### config.mk
export PLATFORM = sky130hd
export DESIGN_NAME = adder_tree_pipe
export DESIGN_NICKNAME = d
export VERILOG_FILES = /design/src/rtl/adder_tree_pipe.sv
export SDC_FILE = /design/constraint.sdc
export NUM_CORES = 1
export LEC_CHECK = 0
export CORE_MARGIN = 3
export CORE_UTILIZATION = 30
export CTS_CLUSTER_DIAMETER = 30
export CTS_CLUSTER_SIZE = 25
export DETAILED_ROUTE_END_ITERATION = 10
export DONT_BUFFER_PORTS = 1
export GPL_ROUTABILITY_DRIVEN = 1
export PLACE_DENSITY_LB_ADDON = 0.15
export SLEW_MARGIN = 10
export SYNTH_ARGS = -nofsm -noshare
export SYNTH_HDL_FRONTEND = slang
export SYNTH_SLANG_ARGS = --single-unit
### constraint.sdc
create_clock -name clk -period 2.5 [get_ports clk]
set_input_delay 0.25 -clock clk [delete_from_list [all_inputs] [get_ports clk]]
set_output_delay 0.25 -clock clk [all_outputs]
set_load 0.01 [all_outputs]
### src/rtl/adder_tree_pipe.sv
// rtl/adder_tree_pipe.sv - pipelined signed adder tree with saturating frame accumulate
module adder_tree_pipe #(
   parameter int N_IN  = 8,
   parameter int IN_W  = 19,
   parameter int OUT_W = 23,
   parameter int CNT_W = 8
) (
   input  logic                     clk,
   input  logic                     rst_n,
   input  logic                     in_valid,
   input  logic [N_IN*IN_W-1:0]     in_data,
   input  logic                     in_acc,
   input  logic                     in_last,
   output logic                     out_valid,
   output logic signed [OUT_W-1:0]  out_data,
   output logic                     out_sat,
   output logic [CNT_W-1:0]         out_beats
);

   localparam int L  = $clog2(N_IN);
   localparam int SW = IN_W + L;

   // Bad parameter sets are rejected at elaboration rather than silently wrapping.
   if (N_IN < 2 || (1 << L) != N_IN) begin : g_bad_n_in
      $error("adder_tree_pipe: N_IN must be a power of two >= 2");
   end
   if (OUT_W < SW) begin : g_bad_out_w
      $error("adder_tree_pipe: OUT_W must be >= IN_W + log2(N_IN)");
   end

   // Leaves are the sign-extended operands; node[1..N_IN-1] form a heap-ordered
   // tree where node i sums children 2i and 2i+1, so every level is one register.
   logic signed [SW-1:0] leaf [N_IN];
   logic signed [SW-1:0] node [1:N_IN-1];

   genvar k, i;
   for (k = 0; k < N_IN; k++) begin : g_leaf
      assign leaf[k] = SW'(signed'(in_data[k*IN_W +: IN_W]));
   end

   for (i = 1; i < N_IN; i++) begin : g_node
      if (2*i >= N_IN) begin : g_first
         // First tree level: add a pair of operands.
         always_ff @(posedge clk)
            node[i] <= leaf[2*i-N_IN] + leaf[2*i+1-N_IN];
      end else begin : g_inner
         // Inner tree level: add a pair of registered partial sums.
         always_ff @(posedge clk)
            node[i] <= node[2*i] + node[2*i+1];
      end
   end

   // Sideband shift registers, one bit per tree level, aligned with node[1].
   logic [L-1:0] v_sr, acc_sr, last_sr;

   // Move valid/mode/last alongside the data; reset drops in-flight beats.
   always_ff @(posedge clk) begin
      if (!rst_n) begin
         v_sr    <= '0;
         acc_sr  <= '0;
         last_sr <= '0;
      end else begin
         v_sr    <= L'({v_sr, in_valid});
         acc_sr  <= L'({acc_sr, in_acc});
         last_sr <= L'({last_sr, in_last});
      end
   end

   logic                    beat_v, beat_acc, beat_last;
   logic signed [OUT_W-1:0] sum;
   logic signed [OUT_W-1:0] acc_q, acc_nx;
   logic [CNT_W-1:0]        cnt_q, cnt_nx;
   logic                    sat_q, sat_nx, open_q;
   logic [OUT_W:0]          wide;

   assign beat_v    = v_sr[L-1];
   assign beat_acc  = acc_sr[L-1];
   assign beat_last = last_sr[L-1];
   assign sum       = OUT_W'(node[1]);

   // Next accumulator state: a closed frame restarts from the tree sum, an open
   // one adds with one guard bit and clips, so a clipped value is the new base.
   always_comb begin
      wide   = {acc_q[OUT_W-1], acc_q} + {sum[OUT_W-1], sum};
      acc_nx = sum;
      cnt_nx = CNT_W'(1);
      sat_nx = 1'b0;
      if (open_q) begin
         if (wide[OUT_W] != wide[OUT_W-1]) begin
            acc_nx = wide[OUT_W] ? {1'b1, {(OUT_W-1){1'b0}}} : {1'b0, {(OUT_W-1){1'b1}}};
            sat_nx = 1'b1;
         end else begin
            acc_nx = wide[OUT_W-1:0];
            sat_nx = sat_q;
         end
         cnt_nx = (&cnt_q) ? cnt_q : cnt_q + 1'b1;
      end
   end

   // Output stage: pass-through beats emit directly and leave the frame alone;
   // accumulate beats update the frame and emit only when they close it.
   always_ff @(posedge clk) begin
      if (!rst_n) begin
         out_valid <= 1'b0;
         out_data  <= '0;
         out_sat   <= 1'b0;
         out_beats <= '0;
         acc_q     <= '0;
         cnt_q     <= '0;
         sat_q     <= 1'b0;
         open_q    <= 1'b0;
      end else begin
         out_valid <= 1'b0;
         if (beat_v) begin
            if (!beat_acc) begin
               out_valid <= 1'b1;
               out_data  <= sum;
               out_sat   <= 1'b0;
               out_beats <= CNT_W'(1);
            end else begin
               acc_q  <= acc_nx;
               cnt_q  <= cnt_nx;
               sat_q  <= sat_nx;
               open_q <= !beat_last;
               if (beat_last) begin
                  out_valid <= 1'b1;
                  out_data  <= acc_nx;
                  out_sat   <= sat_nx;
                  out_beats <= cnt_nx;
               end
            end
         end
      end
   end

endmodule

# Word-level counts from Yosys, hierarchy flattened
# Memory sizes are Yosys's and may differ from the RTL's.
# Index checks and enable logic that the tools add are counted.
# totals
ram_bits,154
out_inout_bits,33
wordCells,43
input_bits,157
mem_count,1
register_bits,75
# classes
n_reduce_logical,5
n_mux,15
n_addsub,9
n_eq_ne,2
# mem_list
memory,words,width,read_ports,rd_ports_with_merged_regs,wr,line_no,source
node,7,22,7,0,7,34,logic signed [SW-1:0] node [1:N_IN-1];
# op_table
cell,count
23-bit two-way mux,5
19-bit by 19-bit adder with 20-bit output,4
22-bit adder,3
8-bit two-way mux,4
23-bit by 22-bit adder with 24-bit output,1
8-bit by 1-bit adder with 8-bit output (second input constant),1
8-bit AND reduction,1
1-bit two-way mux,6
2-bit AND reduction,3
2-bit by 1-bit inequality test with 1-bit output (second input constant),1
1-bit logical NOT,1
1-bit inequality test,1

# Longest topological paths before layout
# Gate-level depths: netlist of run 1.
# logic_depth
word_depth,6
mapped_depth,12
ltp_nobuf,12

# Worst setup path before layout of run 1
# No wires, ideal clock.
# synth_timing
kind,reg2reg
start,register acc_q[0]
end,register acc_q[12]
n_path_buf,1
synth_period_minus_slack_ps,2714
setup_slack_ps,-214
t_arrival_ps,2598
t_required_ps,2384
stages_incl_launch_ff,13
path_cell_list,dfxtp_1 ha_1 fa_1 a211oi_1 o21ai_1 nand2_1 o311ai_4 a31oi_4 xor2_2 buf_4 maj3_2 a21oi_1 a31o_1
# synth_between
elab_chain_cells,4
word_cells_on_any_way,5
cone_classes,1 x add/sub; 1 x eq/ne; 3 x mux
# synth_lines
item,line_no,source
start: declaration,71,"logic signed [OUT_W-1:0] acc_q, acc_nx;"
start signal: assignment,121,acc_q <= acc_nx;
23-bit by 22-bit adder with 24-bit output *,84,"wide = {acc_q[OUT_W-1], acc_q} + {sum[OUT_W-1], sum};"
23-bit two-way mux or 1-bit inequality test (tied branches),"90, 89",
23-bit two-way mux *,89,if (wide[OUT_W] != wide[OUT_W-1]) begin
23-bit two-way mux *,88,if (open_q) begin
# Mark *: on every way between the ends. The rest lies on a longest branch, timed or not.
# A chain may end at the register's enable or synchronous reset.

# Worst setup path after layout of run 1
# layout_timing
start,register acc_q[0]
end,register out_data[10]
# layout_between
elab_chain_cells,6
word_cells_on_any_way,7
cone_classes,1 x add/sub; 1 x eq/ne; 5 x mux
# layout_lines
item,line_no,source
23-bit by 22-bit adder with 24-bit output *,84,
23-bit two-way mux or 1-bit inequality test (tied branches),"90, 89",
23-bit two-way mux *,89,
23-bit two-way mux *,88,
23-bit two-way mux *,125,if (beat_last) begin
23-bit two-way mux *,115,if (!beat_acc) begin
end signal: assignment,117,out_data <= sum;
end signal: assignment,127,out_data <= acc_nx;
end: declaration,15,"output logic signed [OUT_W-1:0] out_data,"
# Mark *: on every way between the ends. The rest lies on a longest branch, timed or not. The select of a mux whose other input is x is not followed.

==> flow_summary.yaml, run 1 <==
logic_synthesis:
  synth.area.mux_share_pct: 0.227
  synth_top_family_by_area: "compound AO/OA/AOI/OAI gates"
  ys_async_sr_fraction_pct: 0
  postSynthCellCount: 1516
  synth-simple-area-share_pct: 13.2
  yosys_warnings: 0
  synth.cell_area_mm2: 0.0132
  synth-edff-count: 0
  ys_types: 79
  syn_area_per_cell_um2: 8.72
  synth_compound_area_share_pct: 23.2
  synthAdderAreaFrac_pct: 17.4
  syn_nets: 1842
  synth_flop_cell: "dfxtp_1"
  synth_xor_area_share_pct: 9.00
  ys_seq_area_share_pct: 33.5
  synth-seq-cells: 221
worst_setup_path:
  cp_num_cells: 13
  ff2ff_path_depth: 13
  r2r-end: "out_data[10]$_SDFFE_PN0P_"
  worstSetupStartpointType: "register"
  cpLargestDelayFamily: "compound AO/OA/AOI/OAI gates"
  crit_path_end_kind: "register"
  reg2reg_slack_ps: -270
  cp_slowest_cell: "fa_2"
  cp_max_fo: 5
  slowest_delay_ps: 370
  cp_common_cell: "buf_6"
  timing.rr.start: "acc_q[0]$_SDFFE_PN0P_"
  cp.required_ps: 2940
  worstSetupStartpoint: "acc_q[0]$_SDFFE_PN0P_"
  worstPathArrival_ps: 3210
  path_cells: "ha_4 -> fa_2 -> a211oi_4 -> o21ai_2 -> nand2_2 -> o311ai_4 -> a31oi_4 -> buf_6 -> xnor2_4 -> buf_6 -> maj3_2 -> o21bai_2 -> a21oi_1"
  critPathBufInv: 2
  crit_path_end: "out_data[10]$_SDFFE_PN0P_"
  path_class: "register to register"
global_route:
  grt_pass1_wl_um: 62900
  grt_use_total_pct: 16.4
  grt_pass1_vias: 12500
  overflow: 0
  antenna_found_initial: 0
  grt_max_degree: 46
clocking:
  clk_latency_ps: 580
  clockRootBuffer: "clkbuf_16"
  cts_tree: "built"
  cts_buffer_depth: 3
  clock_sinks: 221
  cts_htree_levels: 2
  cts_buffers: 59
  clkTransAtPathRegs_ps: 40
sta:
  hold_slack_ps: 29.2
  finalHoldViolations: 0
  drv_slew: 0
  fin_worst_skew_ps: 16.8
  rsz0062_at_grt: "true"
  max_freq_ghz: 0.362
  tightest_slew_ps: 997
  timing.final.ws_setup_ps: -266
  finalSetupViolations: 51
  timing.final.crit_share_pct: 111
  period_needed_ps: 2770
  max_slew_margin_pct: 33.5
placed_design:
  post-dp-hpwl_um: 28800
  dpl_cell_area_mm2: 0.0152
  dp.cells: 2239
  place_ws_ps: -482
  portBuffers: 0
  gp_congestion: 0.889
worst_hold_path:
  min_path_type: "primary input to register"
  hold_path_depth: 3
floorplanning:
  dieArea_mm2: 0.0466
  start_util_pct: 30.6
  die_w_um: 216
  io_pins: 190
  rows: 76
  die_height_um: 216
  core_mm2: 0.0433
cells_and_area:
  post_route_cells_drive_above_1_share_pct: 24.6
  area_growth_pct: 47.5
  nets: 2177
  fin_cells: 2483
  ff_latch_area_mm2: 0.00445
  n_fill_cell: 4203
  design_area_mm2: 0.0195
  multi_input_area_mm2: 0.00908
  n_antenna_cell: 0
route:
  drt-initial-drc-count: 447
  wl_per_cell_um: 15.7
  drt-total-wl_um: 39100
  remaining_drc_errors: 0
  via_per_inst: 4.86
  ant_nets: 0
  drtPass1Iterations: 5
  vias: 12100
power:
  cellPowerDensity_mw_per_mm2: 1190
  p_leak_nw: 8.31
  max-vdd-ir-drop_uv: 575
run:
  cap_violations: 0
outcome:
  violations: "setup timing"
  status: "complete, but fails checks"
==> metrics by stage <==
stage	setup TNS (ps)	util, %	power [mW]
floorplan	-21.7	-	10.3
global placement	-17950	35.0	13.4
detailed placement	-18650	35.0	13.4
CTS	-8390	44.2	23.0
global route	-14690	45.1	24.7
finish	-8440	45.1	23.2
==> worst register-to-register path, cell delays in order (launching register included) <==
cell and delay [ps]:
dfxtp_2 330, ha_4 170, fa_2 370, a211oi_4 280, o21ai_2 90, nand2_2 110
o311ai_4 110, a31oi_4 240, buf_6 150, xnor2_4 130, buf_6 150, maj3_2 310
o21bai_2 110, a21oi_1 70
==> worst min-delay path by stage <==
| stage | end | slack [ps] | start |
|---|---|---|---|
| global placement | v_sr[0]$_SDFF_PN0_ | 380 | in_valid |
| CTS | node[0][162]$_DFF_P_ | 0.3 | in_data[122] |
| finish | node[0][112]$_DFF_P_ | 30 | in_data[59] |
| global route | sat_q$_SDFFE_PN0P_ | 10 | rst_n |
| floorplan | node[0][110]$_DFF_P_ | 370 | in_data[57] |
| detailed placement | acc_sr[0]$_SDFF_PN0_ | 380 | in_acc |
==> metal layers <==
metal | global-route usage (%) | routed length [um] | vias to the layer above
met5 | 0 | 0 | -
met4 | 5.76 | 1010 | 0
met3 | 3.49 | 1950 | 75
met2 | 28.4 | 18500 | 288
met1 | 20.3 | 17600 | 5574
li1 | - | - | 6121
==> cell families after synthesis <==
| family | Yosys count |
|---|---|
| compound gates | 472 |
| simple gates | 384 |
| flops | 221 |
| fa+ha+maj | 180 |
| xor+xnor | 135 |
| buf+inv | 121 |
| mux | 3 |
==> flip-flops by register name (all words and copies together), names as in the netlist <==
signal	count
out_data	23
out_sat	1
out_beats	8
cnt_q	8
v_sr	3
out_valid	1
acc_q	23
open_q	1
node	146
acc_sr	3
last_sr	3
sat_q	1
==> synth_stat cells (3+ instances only) <==
cell type / n / share of area [%]
a41o_1: 3 / 0.23
a2111oi_0: 6 / 0.40
xor2_1: 32 / 2.1
nand4_1: 4 / 0.19
mux2i_1: 3 / 0.23
nand3b_1: 4 / 0.23
nand2_1: 98 / 2.8
o311ai_0: 3 / 0.20
o21ai_0: 95 / 3.6
nor3_1: 37 / 1.4
o221ai_1: 8 / 0.53
buf_2: 3 / 0.11
a22oi_1: 8 / 0.45
dfxtp_1: 221 / 33
xnor2_1: 102 / 6.8
and3_1: 7 / 0.33
a21oi_1: 162 / 6.1
o41a_1: 4 / 0.34
a31oi_1: 10 / 0.47
nand3_1: 41 / 1.6
nor4_1: 6 / 0.28
a21boi_0: 5 / 0.28
a211oi_1: 17 / 0.97
maj3_2: 9 / 0.77
o31ai_1: 8 / 0.45
nor2b_1: 12 / 0.57
o22ai_1: 4 / 0.19
o21a_1: 21 / 1.2
o21ai_1: 11 / 0.42
a41oi_1: 3 / 0.20
inv_1: 86 / 2.4
o21bai_1: 8 / 0.45
clkbuf_1: 26 / 0.74
nand2b_1: 11 / 0.52
a31o_1: 3 / 0.20
o31a_1: 4 / 0.26
ha_1: 161 / 15
o211ai_1: 18 / 1.0
nor2_1: 134 / 3.8
or3_1: 4 / 0.19
fa_1: 8 / 1.2
a21o_1: 36 / 2.0
o41ai_1: 5 / 0.33
and2_1: 16 / 0.76
==> report_power, final <==
group	switching (mW)	total, mW	internal, mW	leakage, nW
clock	2.22	8.30	6.08	1.06
sequential	0.503	5.00	4.50	1.84
combinational	4.89	9.94	5.05	5.41
==> layout make-up <==
class | count | area share (%)
Clock buffer | 72 | 8.30
Clock inverter | 36 | 3.06
Inverter | 86 | 1.66
Multi-Input combinational cell | 1174 | 46.5
Sequential cell | 221 | 22.8
Tap cell | 585 | 3.75
Timing Repair Buffer | 309 | 13.9
==> timing repair <==
| action | 4_1_cts | 5_1_grt |
|---|---|---|
| cloned | 1 | 0 |
| pin swaps | 59 | 67 |
| hold buffers | 115 | 0 |
| hold endpoints to repair | 103 | 0 |
| setup buffers | 14 | 10 |
| endpoints found under the setup margin | 61 | 75 |
| resized for setup | 109 | 81 |
==> placed cells by master (no fill, tap or decap), types with 61 or more instances in the layout <==
cell type and n:
clkbuf_16 61, inv_1 83, xnor2_1 98, nand2_1 87, dfxtp_1 205, a21oi_1 140
nor2_1 132, ha_1 148, o21ai_0 80, buf_4 177, dlygate4sd3_1 114
No activity file was read; power rests on OpenSTA's default activity.
==> run 2, diff against run 1 <==
--- a/config.mk
+++ b/config.mk
@@ -5,6 +5,7 @@
 export SDC_FILE = /design/constraint.sdc
 export NUM_CORES = 1
 export LEC_CHECK = 0
+export CORE_ASPECT_RATIO = 1.75
 export CORE_MARGIN = 3
 export CORE_UTILIZATION = 30
 export CTS_CLUSTER_DIAMETER = 30
==> constraint.sdc (replaced) <==
create_clock -name clk -period 2.5 [get_ports clk]
set_input_delay 0.375 -clock clk [delete_from_list [all_inputs] [get_ports clk]]
set_output_delay 0.375 -clock clk [all_outputs]
set_load 0.01 [all_outputs]
==> run 2 against run 1 <==
Against the previous run: the run still ends with setup timing left; clock skew barely moved; register-to-register slack barely moved; sequential power fell by 2%; combinational power barely moved; largest cell class unchanged; highest routed layer unchanged.
==> flow_summary.yaml, run 2 (same netlist as run 1, synthesis figures left out) <==
outcome:
  status: "complete, but fails checks"
  violations: "setup timing"
worst_setup_path:
  timing.rr.start: "node[0][22]$_DFF_P_"
  worstSetupStartpoint: "node[0][22]$_DFF_P_"
  worstSetupStartpointType: "register"
  crit_path_end_kind: "register"
  slowest_delay_ps: 440
  cp.required_ps: 2950
  ff2ff_path_depth: 13
  path_cells: "ha_4 -> fa_2 -> a211oi_4 -> o21ai_2 -> nand2_2 -> o311ai_4 -> buf_4 -> a21o_1 -> or4_4 -> o2111ai_4 -> buf_6 -> nand3_2 -> a21oi_1"
  cp_max_fo: 3
  path_class: "register to register"
  worstPathArrival_ps: 3230
  cp_slowest_cell: "or4_4"
route:
  ant_nets: 0
  via_per_inst: 4.99
  drt-total-wl_um: 38200
  wl_per_cell_um: 16.2
  remaining_drc_errors: 0
  vias: 11700
  drt-initial-drc-count: 299
  drtPass1Iterations: 5
cells_and_area:
  fin_cells: 2356
  final_cell_mix: "dfxtp_1, buf_4, ha_1, a21oi_1, nor2_1"
  post_route_cells_drive_above_1_share_pct: 26.7
  top_regs: "node (146), acc_q (23), out_data (23)"
  nets: 2082
  regMostFlops: "node"
  area_growth_pct: 36.7
  fin_util_pct: 41.6
  largest_reg_flops: 146
floorplanning:
  io_pins: 190
  rows: 101
  dieArea_mm2: 0.0467
  core_mm2: 0.0435
  die_height_um: 284
  die_w_um: 165
  start_util_pct: 30.4
sta:
  finalHoldViolations: 0
  rsz0062_at_grt: "true"
  drv_slew: 0
  timing.final.crit_share_pct: 111
  fin_worst_skew_ps: 16.8
  max_slew_margin_pct: 21.7
  max_freq_ghz: 0.360
  finalSetupViolations: 54
  tightest_slew_ps: 1170
  timing.final.ws_setup_ps: -281
  period_needed_ps: 2780
clocking:
  cts_htree_levels: 2
  clock_sinks: 221
  cts_buffers: 43
  clockRootBuffer: "clkbuf_16"
  clkTransAtPathRegs_ps: 50
  clk_latency_ps: 530
  cts_tree: "built"
  cts_buffer_depth: 3
global_route:
  overflow: 0
  grt_pass1_vias: 12500
  grt_use_total_pct: 16.1
  antenna_found_initial: 1
  grt_max_degree: 41
  grt_pass1_wl_um: 60700
placed_design:
  gp_congestion: 0.825
  post-dp-hpwl_um: 29800
  portBuffers: 0
  dp.cells: 2246
run:
  cap_violations: 0
power:
  max-vdd-ir-drop_uv: 560
  cellPowerDensity_mw_per_mm2: 1160
  p_leak_nw: 7.72
worst_hold_path:
  hold_path_depth: 2
  min_from: "rst_n"
  min_path_type: "primary input to register"
## run 2: cell types whose count changed in the layout (fill, tap and decap cells not counted), moves of 7 or more
cell	previous run	this run
bufinv_16	15	6
clkinvlp_4	9	2
dfxtp_1	205	197
dfxtp_2	15	23
buf_6	14	21
dlygate4sd3_1	114	9
buf_4	177	197
clkbuf_16	61	45
## run 2: final cells by class
| cell class | instances | area, um2 |
|---|---|---|
| antenna | 1 | 2.50 |
| clock buffer | 59 | 1260 |
| clock inverter | 19 | 265 |
| fill | 4373 | 25400 |
| inverter | 86 | 323 |
| multi-input combinational | 1174 | 9190 |
| sequential | 221 | 4460 |
| tap | 566 | 708 |
| timing repair buffer | 230 | 1870 |
## run 2: path summary, 6_finish.rpt
path                                    end  slack (ps)
setup / recovery  out_data[18]$_SDFFE_PN0P_        -280
hold / removal     out_data[1]$_SDFFE_PN0P_          30
setup reg to reg  out_data[18]$_SDFFE_PN0P_        -280
hold reg to reg        acc_sr[2]$_SDFF_PN0_         440
## run 2: timing repair
action                                  CTS  global route
endpoints found under the hold margin    43             0
endpoints found under the setup margin   72            75
hold buffers                             10             0
pin swaps                                74            88
setup buffers                            12            14
resized for setup                       116           104
## run 2: routing by layer
| layer | global-route usage (%) | part of all wire, % | up-vias |
|---|---|---|---|
| met5 | 0 | 0 | - |
| met4 | 6.86 | 4.0 | 0 |
| met3 | 3.75 | 5.4 | 91 |
| met2 | 31.8 | 55 | 242 |
| met1 | 15.2 | 35 | 5484 |
| li1 | - | - | 5930 |
## run 2: report_power, final
group / switching (mW) / internal [mW]
combinational: 4.96 / 5.17
sequential: 0.414 / 4.49
clock: 1.89 / 4.12
total: 7.26 / 13.8
## run 2: per-stage QoR
| stage | worst slack [ps] | instance area, um2 | hold slack [ps] | setup TNS, ps | power [mW] |
|---|---|---|---|---|---|
| 2_1_floorplan | -10.9 | 13300 | 412 | -21.7 | 10.3 |
| 3_3_place_gp | -631 | 15400 | 431 | -23510 | 13.5 |
| 4_1_cts | -328 | 17500 | 1.25 | -13700 | 20.5 |
| 3_5_place_dp | -673 | 15400 | 425 | -25380 | 13.6 |
| 6_report | -281 | 18100 | 30.5 | -9530 | 21.0 |
| 5_1_grt | -434 | 18100 | 22.5 | -18160 | 22.5 |
## run 2: worst max-delay path: cells and delay by family (launching register included)
family	cells	cell delay (ps)
adders and majority gates	2	540
DFF	1	330
buffers and inverters	2	300
and+or+nand+nor	3	610
AOI/OAI and AO/OA	6	910
==> run 3, diff against run 2 <==
--- a/config.mk
+++ b/config.mk
@@ -8,7 +8,6 @@
 export CORE_ASPECT_RATIO = 1.75
 export CORE_MARGIN = 3
 export CORE_UTILIZATION = 30
-export CTS_CLUSTER_DIAMETER = 30
 export CTS_CLUSTER_SIZE = 25
 export DETAILED_ROUTE_END_ITERATION = 10
 export DONT_BUFFER_PORTS = 1
==> run 3 against run 2 <==
Against the previous run: the flow still finishes with violations (setup timing); die area unchanged; first-iteration DRC count up 7.4%; sequential power about the same; largest cell class unchanged; clock-buffer cell count down 25; power down 11%; cell area down 4.0%; critical path depth down 1; register-to-register slack better by 20 ps; worst hold slack about the same; sequential share of layout area up 1.0 points; clock skew down 8.9 ps; highest routed layer unchanged; clock power down 38%; critical endpoint is now out_data[12]$_SDFFE_PN0P_.
==> flow_summary.yaml, run 3 (same netlist as run 1, synthesis figures left out) <==
floorplanning:
  rows: 101
  start_util_pct: 30.4
  die_w_um: 165
  dieArea_mm2: 0.0467
  io_pins: 190
  core_mm2: 0.0435
  die_height_um: 284
worst_setup_path:
  cp_max_fo: 5
  cp.required_ps: 2920
  cpLargestDelayFamily: "compound AO/OA/AOI/OAI gates"
  cp_slowest_cell: "fa_2"
  path_class: "register to register"
  path_cells: "ha_4 -> fa_2 -> a211oi_4 -> o21ai_2 -> nand2_2 -> o311ai_4 -> a31oi_4 -> xor2_4 -> buf_4 -> maj3_2 -> a21oi_2 -> a31o_1"
  crit_path_end_kind: "register"
  worstSetupStartpointType: "register"
  worstPathArrival_ps: 3180
  slowest_delay_ps: 370
  critPathBufInv: 1
sta:
  period_needed_ps: 2760
  max_freq_ghz: 0.362
  finalHoldViolations: 0
  fin_worst_skew_ps: 7.95
  drv_slew: 0
  finalSetupViolations: 56
  timing.final.ws_setup_ps: -262
  hold_slack_ps: 30.1
  max_slew_margin_pct: 21.9
  tightest_slew_ps: 1170
  timing.final.crit_share_pct: 110
  rsz0062_at_grt: "true"
  tns_ps: -8540
power:
  power.total_mw: 18.7
  p_int_mw: 11.9
  netSwitchingPower_mw: 6.82
  power_frac_comb_pct: 53.9
  cellPowerDensity_mw_per_mm2: 1080
  switching_share_pct: 36.4
  max-vdd-ir-drop_uv: 430
  p_clk_share_pct: 19.9
  seqPwrFrac_pct: 26.2
  p_leak_nw: 7.35
cells_and_area:
  mostFrequentLayoutCell: "dfxtp_1"
  post_route_cells_drive_above_1_share_pct: 25.3
  regMostFlops: "node"
  final_cell_mix: "dfxtp_1, buf_4, ha_1, a21oi_1, nor2_1"
  area_growth_pct: 31.2
  top_regs: "node (146), acc_q (23), out_data (23)"
  fin_util_pct: 39.9
  design_area_mm2: 0.0174
  nets: 2059
  fin_cells: 2317
  largest_reg_flops: 146
worst_hold_path:
  min_path_type: "primary input to register"
clocking:
  clockRootBuffer: "clkbuf_16"
  clock_sinks: 221
  cts_htree_levels: 1
  cts_buffer_depth: 3
  cts_tree: "built"
  clk_latency_ps: 530
  cts_buffers: 24
  clkTransAtPathRegs_ps: 60
route:
  vias: 11600
  remaining_drc_errors: 0
  drt-total-wl_um: 37600
  via_per_inst: 5.01
  wl_per_cell_um: 16.2
  drtPass1Iterations: 6
  drt-initial-drc-count: 321
  ant_nets: 0
global_route:
  grt_max_degree: 45
  grt_pass1_vias: 12300
  antenna_found_initial: 1
  overflow: 0
  grt_use_total_pct: 15.7
  grt_pass1_wl_um: 59700
placed_design:
  gp_congestion: 0.825
  portBuffers: 0
  place_ws_ps: -673
  dp.cells: 2246
  post-dp-hpwl_um: 29800
  dpl_cell_area_mm2: 0.0154
outcome:
  status: "complete, but fails checks"
  violations: "setup timing"
run:
  cap_violations: 0
-- run 3: repair_timing --
item                                    in CTS  in global routing
endpoints found under the setup margin      72                 76
resized for setup                          138                 82
hold buffers                                 9                  0
buffers inserted                            10                 13
pin swaps                                   93                 78
endpoints found under the hold margin       47                  0
-- run 3: power groups by stage --
stage,Sequential [mW],Clock [mW],Combinational [mW]
floorplan,4.83,0,5.52
global placement,4.91,0,8.55
detailed placement,4.92,0,8.66
CTS,4.89,3.86,9.58
global route,4.99,3.98,11.1
finish,4.90,3.72,10.1
-- run 3: layer usage --
layer | routed length, um | GRT usage (%)
met5 | 0 | 0
met4 | 1310 | 5.58
met3 | 1860 | 2.88
met1 | 13500 | 15.2
met2 | 20900 | 31.8
-- run 3: layout make-up --
| type | instances | area [um2] |
|---|---|---|
| diodes | 1 | 2.50 |
| clock buffers | 34 | 699 |
| clock inverters | 9 | 129 |
| fillers | 4454 | 26100 |
| inverters | 86 | 323 |
| multi-input cells | 1174 | 9190 |
| flip-flops and latches | 221 | 4460 |
| well taps | 566 | 708 |
| repair buffers | 226 | 1840 |
-- run 3: final timing paths --
path / cells after the start / slack (ps) / to / from
setup / recovery: 12 / -260 / out_data[12]$_SDFFE_PN0P_ / node[0][22]$_DFF_P_
hold / removal: 2 / 30 / acc_q[1]$_SDFFE_PN0P_ / rst_n
hold reg to reg: 1 / 440 / last_sr[1]$_SDFF_PN0_ / last_sr[0]$_SDFF_PN0_
setup reg to reg: 12 / -260 / out_data[12]$_SDFFE_PN0P_ / node[0][22]$_DFF_P_
